## src/rtl/keccak_round_ctrl_if.sv

```systemverilog
// Handshake and datapath-control bundle between a job source and the
// Keccak round controller.
interface keccak_round_ctrl_if #(
  parameter int unsigned RW = 5,
  parameter int unsigned CW = 16
);
  logic          i_start;
  logic          o_ready;
  logic          i_abort;
  logic          o_v_enable;
  logic          o_v_load_sel;
  logic [RW-1:0] o_v_round;
  logic          o_valid;
  logic          i_ack;
  logic [CW-1:0] o_v_count;

  modport master (
    output i_start, i_abort, i_ack,
    input  o_ready, o_v_enable, o_v_load_sel, o_v_round, o_valid, o_v_count
  );

  modport slave (
    input  i_start, i_abort, i_ack,
    output o_ready, o_v_enable, o_v_load_sel, o_v_round, o_valid, o_v_count
  );
endinterface

```

## src/rtl/keccak_round_ctrl.sv

```systemverilog
// Keccak permutation sequencer: loads the state register once, runs
// ROUNDS round-function updates, then holds the result until acknowledged.
// All outputs come straight from flops, so no input reaches an output
// combinationally.
module keccak_round_ctrl #(
  parameter int unsigned ROUNDS = 24,
  parameter int unsigned RW     = 5,
  parameter int unsigned CW     = 16
) (
  input  logic               i_clk,
  input  logic               i_rst,
  keccak_round_ctrl_if.slave bus
);

  if (ROUNDS < 1 || ROUNDS > (32'd1 << RW)) begin : g_bad_rounds
    $error("keccak_round_ctrl: ROUNDS must lie in 1..2**RW");
  end

  typedef enum logic [1:0] {
    IDLE,
    LOAD,
    ROUND,
    HOLD
  } state_t;

  localparam logic [RW-1:0] LAST_ROUND = RW'(ROUNDS - 1);

  state_t        state;
  logic [RW-1:0] round;
  logic [CW-1:0] count;
  logic          ready;
  logic          enable;
  logic          load_sel;
  logic          valid;

  // An abort only matters once a job is in flight; in IDLE it just
  // suppresses a coincident start.
  logic abort_job;
  assign abort_job = bus.i_abort && (state != IDLE);

  // Sequencer: each transition also sets the outputs of the state being
  // entered, which keeps every output registered.
  always_ff @(posedge i_clk) begin
    if (i_rst) begin
      state    <= IDLE;
      round    <= '0;
      count    <= '0;
      ready    <= 1'b1;
      enable   <= 1'b0;
      load_sel <= 1'b0;
      valid    <= 1'b0;
    end else if (abort_job) begin
      state    <= IDLE;
      round    <= '0;
      ready    <= 1'b1;
      enable   <= 1'b0;
      load_sel <= 1'b0;
      valid    <= 1'b0;
    end else begin
      case (state)
        IDLE: begin
          if (bus.i_start && !bus.i_abort) begin
            state    <= LOAD;
            round    <= '0;
            ready    <= 1'b0;
            enable   <= 1'b1;
            load_sel <= 1'b1;
          end
        end
        LOAD: begin
          state    <= ROUND;
          round    <= '0;
          load_sel <= 1'b0;
        end
        ROUND: begin
          if (round == LAST_ROUND) begin
            state  <= HOLD;
            round  <= '0;
            enable <= 1'b0;
            valid  <= 1'b1;
          end else begin
            round <= round + 1'b1;
          end
        end
        HOLD: begin
          if (bus.i_ack) begin
            state <= IDLE;
            valid <= 1'b0;
            ready <= 1'b1;
            count <= count + 1'b1;
          end
        end
        default: begin
          state    <= IDLE;
          round    <= '0;
          ready    <= 1'b1;
          enable   <= 1'b0;
          load_sel <= 1'b0;
          valid    <= 1'b0;
        end
      endcase
    end
  end

  assign bus.o_ready      = ready;
  assign bus.o_v_enable   = enable;
  assign bus.o_v_load_sel = load_sel;
  assign bus.o_v_round    = round;
  assign bus.o_valid      = valid;
  assign bus.o_v_count    = count;

endmodule

```

## src/flat_wrapper.sv

```systemverilog
// flat-port wrapper written by rule: the top's interface ports become plain ports
module keccak_round_ctrl_flat 
#(
  parameter int unsigned ROUNDS = 24,
  parameter int unsigned RW     = 5,
  parameter int unsigned CW     = 16
)
  (i_clk, i_rst, bus_i_start, bus_i_abort, bus_i_ack, bus_o_ready, bus_o_v_enable, bus_o_v_load_sel, bus_o_v_round, bus_o_valid, bus_o_v_count);
  keccak_round_ctrl_if #(.RW(RW), .CW(CW)) bus_i ();
  input  logic i_clk;
  input  logic i_rst;
  input wire logic [$bits(bus_i.i_start)-1:0] bus_i_start;
  input wire logic [$bits(bus_i.i_abort)-1:0] bus_i_abort;
  input wire logic [$bits(bus_i.i_ack)-1:0] bus_i_ack;
  output wire logic [$bits(bus_i.o_ready)-1:0] bus_o_ready;
  output wire logic [$bits(bus_i.o_v_enable)-1:0] bus_o_v_enable;
  output wire logic [$bits(bus_i.o_v_load_sel)-1:0] bus_o_v_load_sel;
  output wire logic [$bits(bus_i.o_v_round)-1:0] bus_o_v_round;
  output wire logic [$bits(bus_i.o_valid)-1:0] bus_o_valid;
  output wire logic [$bits(bus_i.o_v_count)-1:0] bus_o_v_count;
  assign bus_i.i_start = bus_i_start;
  assign bus_i.i_abort = bus_i_abort;
  assign bus_i.i_ack = bus_i_ack;
  assign bus_o_ready = bus_i.o_ready;
  assign bus_o_v_enable = bus_i.o_v_enable;
  assign bus_o_v_load_sel = bus_i.o_v_load_sel;
  assign bus_o_v_round = bus_i.o_v_round;
  assign bus_o_valid = bus_i.o_valid;
  assign bus_o_v_count = bus_i.o_v_count;
  keccak_round_ctrl #(.ROUNDS(ROUNDS), .RW(RW), .CW(CW)) u_core (.i_clk(i_clk), .i_rst(i_rst), .bus(bus_i));
endmodule
```

## config.mk

```make
export PLATFORM = sky130hd
export DESIGN_NAME = keccak_round_ctrl_flat
export DESIGN_NICKNAME = d
export VERILOG_FILES = /design/src/rtl/keccak_round_ctrl_if.sv /design/src/rtl/keccak_round_ctrl.sv /design/src/flat_wrapper.sv
export SDC_FILE = /design/constraint.sdc
export NUM_CORES = 1
export LEC_CHECK = 0
export CORE_ASPECT_RATIO = 0.75
export CORE_MARGIN = 5
export CORE_UTILIZATION = 40
export DETAILED_ROUTE_END_ITERATION = 16
export PLACE_DENSITY = 0.7
export SKIP_LAST_GASP = 1
export SYNTH_ARGS = -nofsm -noshare
export SYNTH_HDL_FRONTEND = slang
export SYNTH_SLANG_ARGS = --single-unit
```

## constraint.sdc

```tcl
create_clock -name i_clk -period 2.9 [get_ports i_clk]
set_input_delay 0.58 -clock i_clk [delete_from_list [all_inputs] [get_ports i_clk]]
set_output_delay 0.58 -clock i_clk [all_outputs]
set_load 0.05 [all_outputs]
```

==> flow_metrics.env <==
export IMPL_die_height_um=61.1
export IMPL_finalSetupTns_ns=0
export IMPL_grt_overflow_total=0
export IMPL_cellInternalPower_mw=0.619
export IMPL_clkSlewWorstSetupHoldPaths_ns=0.10
export IMPL_post_synth_num_cell_types=38
export IMPL_fp_row_count=18
export IMPL_start_util=0.419
export IMPL_die_area_sq_um=4780
export IMPL_power_per_cell_area_nw_per_um2=573
export IMPL_timing_worst_slew_pin_value_ns=0.557
export IMPL_area_growth_pct=24.3
export IMPL_num_fill_cells=313
export IMPL_combinationalPowerShare=0.350
export IMPL_ys_seq_elements=27
export IMPL_clock_tree_root_cell="clkbuf_8"
export IMPL_place_congestion=0.794
export IMPL_dpl_instance_area_sq_um=1690
export IMPL_max_cap_violations=0
export IMPL_initial_antenna_violation_count=0
export IMPL_wl_per_cell_um=13.2
export IMPL_first_pass_iters=4
export IMPL_hold_buffers=0
export IMPL_startpoint_type="primary input"
export IMPL_switchingPower_mw=0.375
export IMPL_worstSkewPairLatency_ns=0.28
export IMPL_vias_per_cell=5.48
export IMPL_cpLargestDelayFamily="simple AND/OR/NAND/NOR gates"
export IMPL_crit_path_cell_trace="clkdlybuf4s50_1 -> nand2_1 -> or3_1 -> or4_1 -> a21oi_1"
export IMPL_ys_seq_area_frac=0.387
export IMPL_finalHoldViolCount=0
export IMPL_worst_endpoint_required_ns=3.12
export IMPL_yosys_area_top_type_share=0.387
export IMPL_number_of_instances_resized_during_post_cts_repair=0
export IMPL_drc=0
export IMPL_worst_path_max_fanout=8
export IMPL_power_leakage_nw=0.554
export IMPL_worst_hold_startpoint="u_core.bus.o_v_count[15]$_SDFFE_PP0P_"
export IMPL_cts_tree="built"
export IMPL_wl_mm=3.05
export IMPL_worst_setup_path_category="in -> reg"
export IMPL_yosysWarningCount=0
export IMPL_largest_cells_by_area_after_synthesis="dfxtp_1 (39%), a21oi_1 (7.5%), ha_1 (6.3%), nor2_1 (3.8%), o31ai_1 (3.8%)"
export IMPL_grt_first_pass_wirelength_mm=5.06
export IMPL_detail_route_iter0_violations=70
export IMPL_num_io_pins=30
export IMPL_setup_worst_path_start="bus_i_ack"
export IMPL_end_kind="flop"
export IMPL_fin_area_sq_um=1730
export IMPL_max_ir_drop_vdd_mv=0.249
export IMPL_cts_inserted_buffers=3
export IMPL_chipWidth_um=78.2
export IMPL_ctsLongestPathBuffers=2
export IMPL_cts_htree_levels=1
export IMPL_crit_buf_inv=1
export IMPL_post_place_ws_ns=0.419
export IMPL_final_setup_violation_count=0
export IMPL_share_seq_of_total_power=0.428
export IMPL_tritoncts_num_sinks=27
export IMPL_outcome="complete, no violations"
export IMPL_setup_slack_ns=0.714
export IMPL_critical_path_max_stage_delay_ns=0.52
export IMPL_clock_skew_ns=0.00771
export IMPL_reg2reg_from="u_core.state[0]$_SDFFE_PP0P_"
export IMPL_slew_violations=0
export IMPL_max_slew_margin_rel=0.629
export IMPL_post_synth_top_area_cell="dfxtp_1"
export IMPL_dp_hpwl_mm=2.28
export IMPL_unrepaired_setup_endpoints_after_global_routing="no"
export IMPL_fin_util=0.520
export IMPL_post_synth_inst_count=165
export IMPL_routed_via_count=1260
export IMPL_finalCritPeriodShare=0.754
export IMPL_swShare=0.377
export IMPL_antenna_cells_inserted=0
export IMPL_synthesis_area_sq_um=1400
export IMPL_cpMaxStageDelayCell="or4_1"
export IMPL_clock_share_of_power=0.222
export IMPL_post_route_min_period_ns=2.19
export IMPL_hp_class="reg -> reg"
export IMPL_mapped_avg_cell_area_sq_um=8.46
export IMPL_fin_nets=203
export IMPL_first_global_vias=1070
export IMPL_worst_ep_arrival_time_ns=2.40
export IMPL_route_antenna_remaining_nets=0
export IMPL_maximum_operating_frequency_mhz=457
export IMPL_fraction_of_layout_cells_with_a_size_suffix_above_1=0.0684
export IMPL_grt_total_usage=0.134
export IMPL_grt_max_degree=17
export IMPL_floorplan_core_area_sq_um=3330
export IMPL_place_port_buffers=29
export IMPL_synth_nets=177
export IMPL_post_cts_setup_buffers=0
-- stage by stage --
stage               hold WS (ns)  instances  power, mW
CTS                        0.497        230       1.00
global placement           0.464        226      0.769
finish                     0.492        230      0.994
detailed placement         0.483        226      0.781
global route               0.536        230       1.05
floorplan                  0.511        165      0.719
-- power groups by stage --
| stage | logic, mW | registers (mW) | clock network (mW) |
|---|---|---|---|
| global placement | 0.339 | 0.430 | 0 |
| finish | 0.348 | 0.426 | 0.220 |
| floorplan | 0.233 | 0.486 | 0 |
| detailed placement | 0.346 | 0.435 | 0 |
| CTS | 0.347 | 0.426 | 0.228 |
| global route | 0.383 | 0.432 | 0.238 |
-- state kept, by name (all words and copies together) (netlist names) --
register	flops
u_core.bus.o_valid	1
u_core.bus.o_v_round	5
u_core.bus.o_v_count	16
u_core.state	2
u_core.bus.o_v_load_sel	1
u_core.bus.o_v_enable	1
u_core.bus.o_ready	1
-- final timing paths --
path,to,cells past startpoint,slack (ns)
worst min register to register,u_core.bus.o_v_count[15]$_SDFFE_PP0P_,2,0.49
worst min-delay path,u_core.bus.o_v_count[15]$_SDFFE_PP0P_,2,0.49
worst max register to register,u_core.bus.o_v_count[14]$_SDFFE_PP0P_,6,0.72
worst max-delay path,u_core.bus.o_v_count[14]$_SDFFE_PP0P_,5,0.71
-- kinds of logic after synthesis --
logic type | after synthesis | synth area share
flip-flops | 27 | 0.387
AO/OA/AOI/OAI | 44 | 0.193
buffers and inverters | 19 | 0.0682
adder cells (fa/ha/maj) | 7 | 0.0628
AND/OR/NAND/NOR | 62 | 0.251
XOR/XNOR | 6 | 0.0377
-- synthesized netlist by cell type, drive strengths merged --
master,count
a22o,1
ha,7
a21bo,1
a21oi,21
or3,7
a21boi,1
a31oi,2
or2,1
buf,5
nor2,14
nor2b,1
and4b,1
nor3b,1
nand3b,1
o21a,1
nand2,10
nand4,3
nand2b,1
xnor2,6
dfxtp,27
o31ai,7
nor3,2
inv,10
nor4,2
o21bai,1
or4,8
a222oi,1
clkbuf,4
a21o,1
nand4b,1
nand3,9
a211oi,1
o21ai,6
-- cell usage in the layout, fill, tap and decap left out, types with 2 or more instances in the layout --
cell type / n
nor4_1: 2
a31oi_1: 2
nand2_1: 10
nor3_1: 2
dfxtp_1: 27
inv_1: 10
xnor2_1: 6
clkdlybuf4s50_1: 29
o21ai_0: 6
clkbuf_8: 3
a21oi_1: 21
nand3_1: 9
ha_1: 7
nor2_1: 14
or4_1: 7
nand4_1: 3
o31ai_1: 7
or3_1: 5
-- cell type report --
class	count	area (sq um)	share of cell area
clock buffer	3	41.3	0.0238
clock inverter	1	7.51	0.00433
inverter	10	37.5	0.0216
multi-input combinational	119	759	0.438
sequential	27	541	0.312
tap	40	50.0	0.0289
timing repair buffer	30	298	0.172
-- worst min-delay path: cells and delay by family, from the launching register on --
| kind | cells | cell delay [ns] |
|---|---|---|
| DFF | 1 | 0.33 |
| AOI/OAI and AO/OA | 2 | 0.13 |
-- per-layer routing --
metal,GRT usage,part of all wire
met4,0.0449,0.011
met3,0.0556,0.069
met2,0.205,0.43
met5,0,0
met1,0.173,0.49
(Power assumes the default switching activity.)
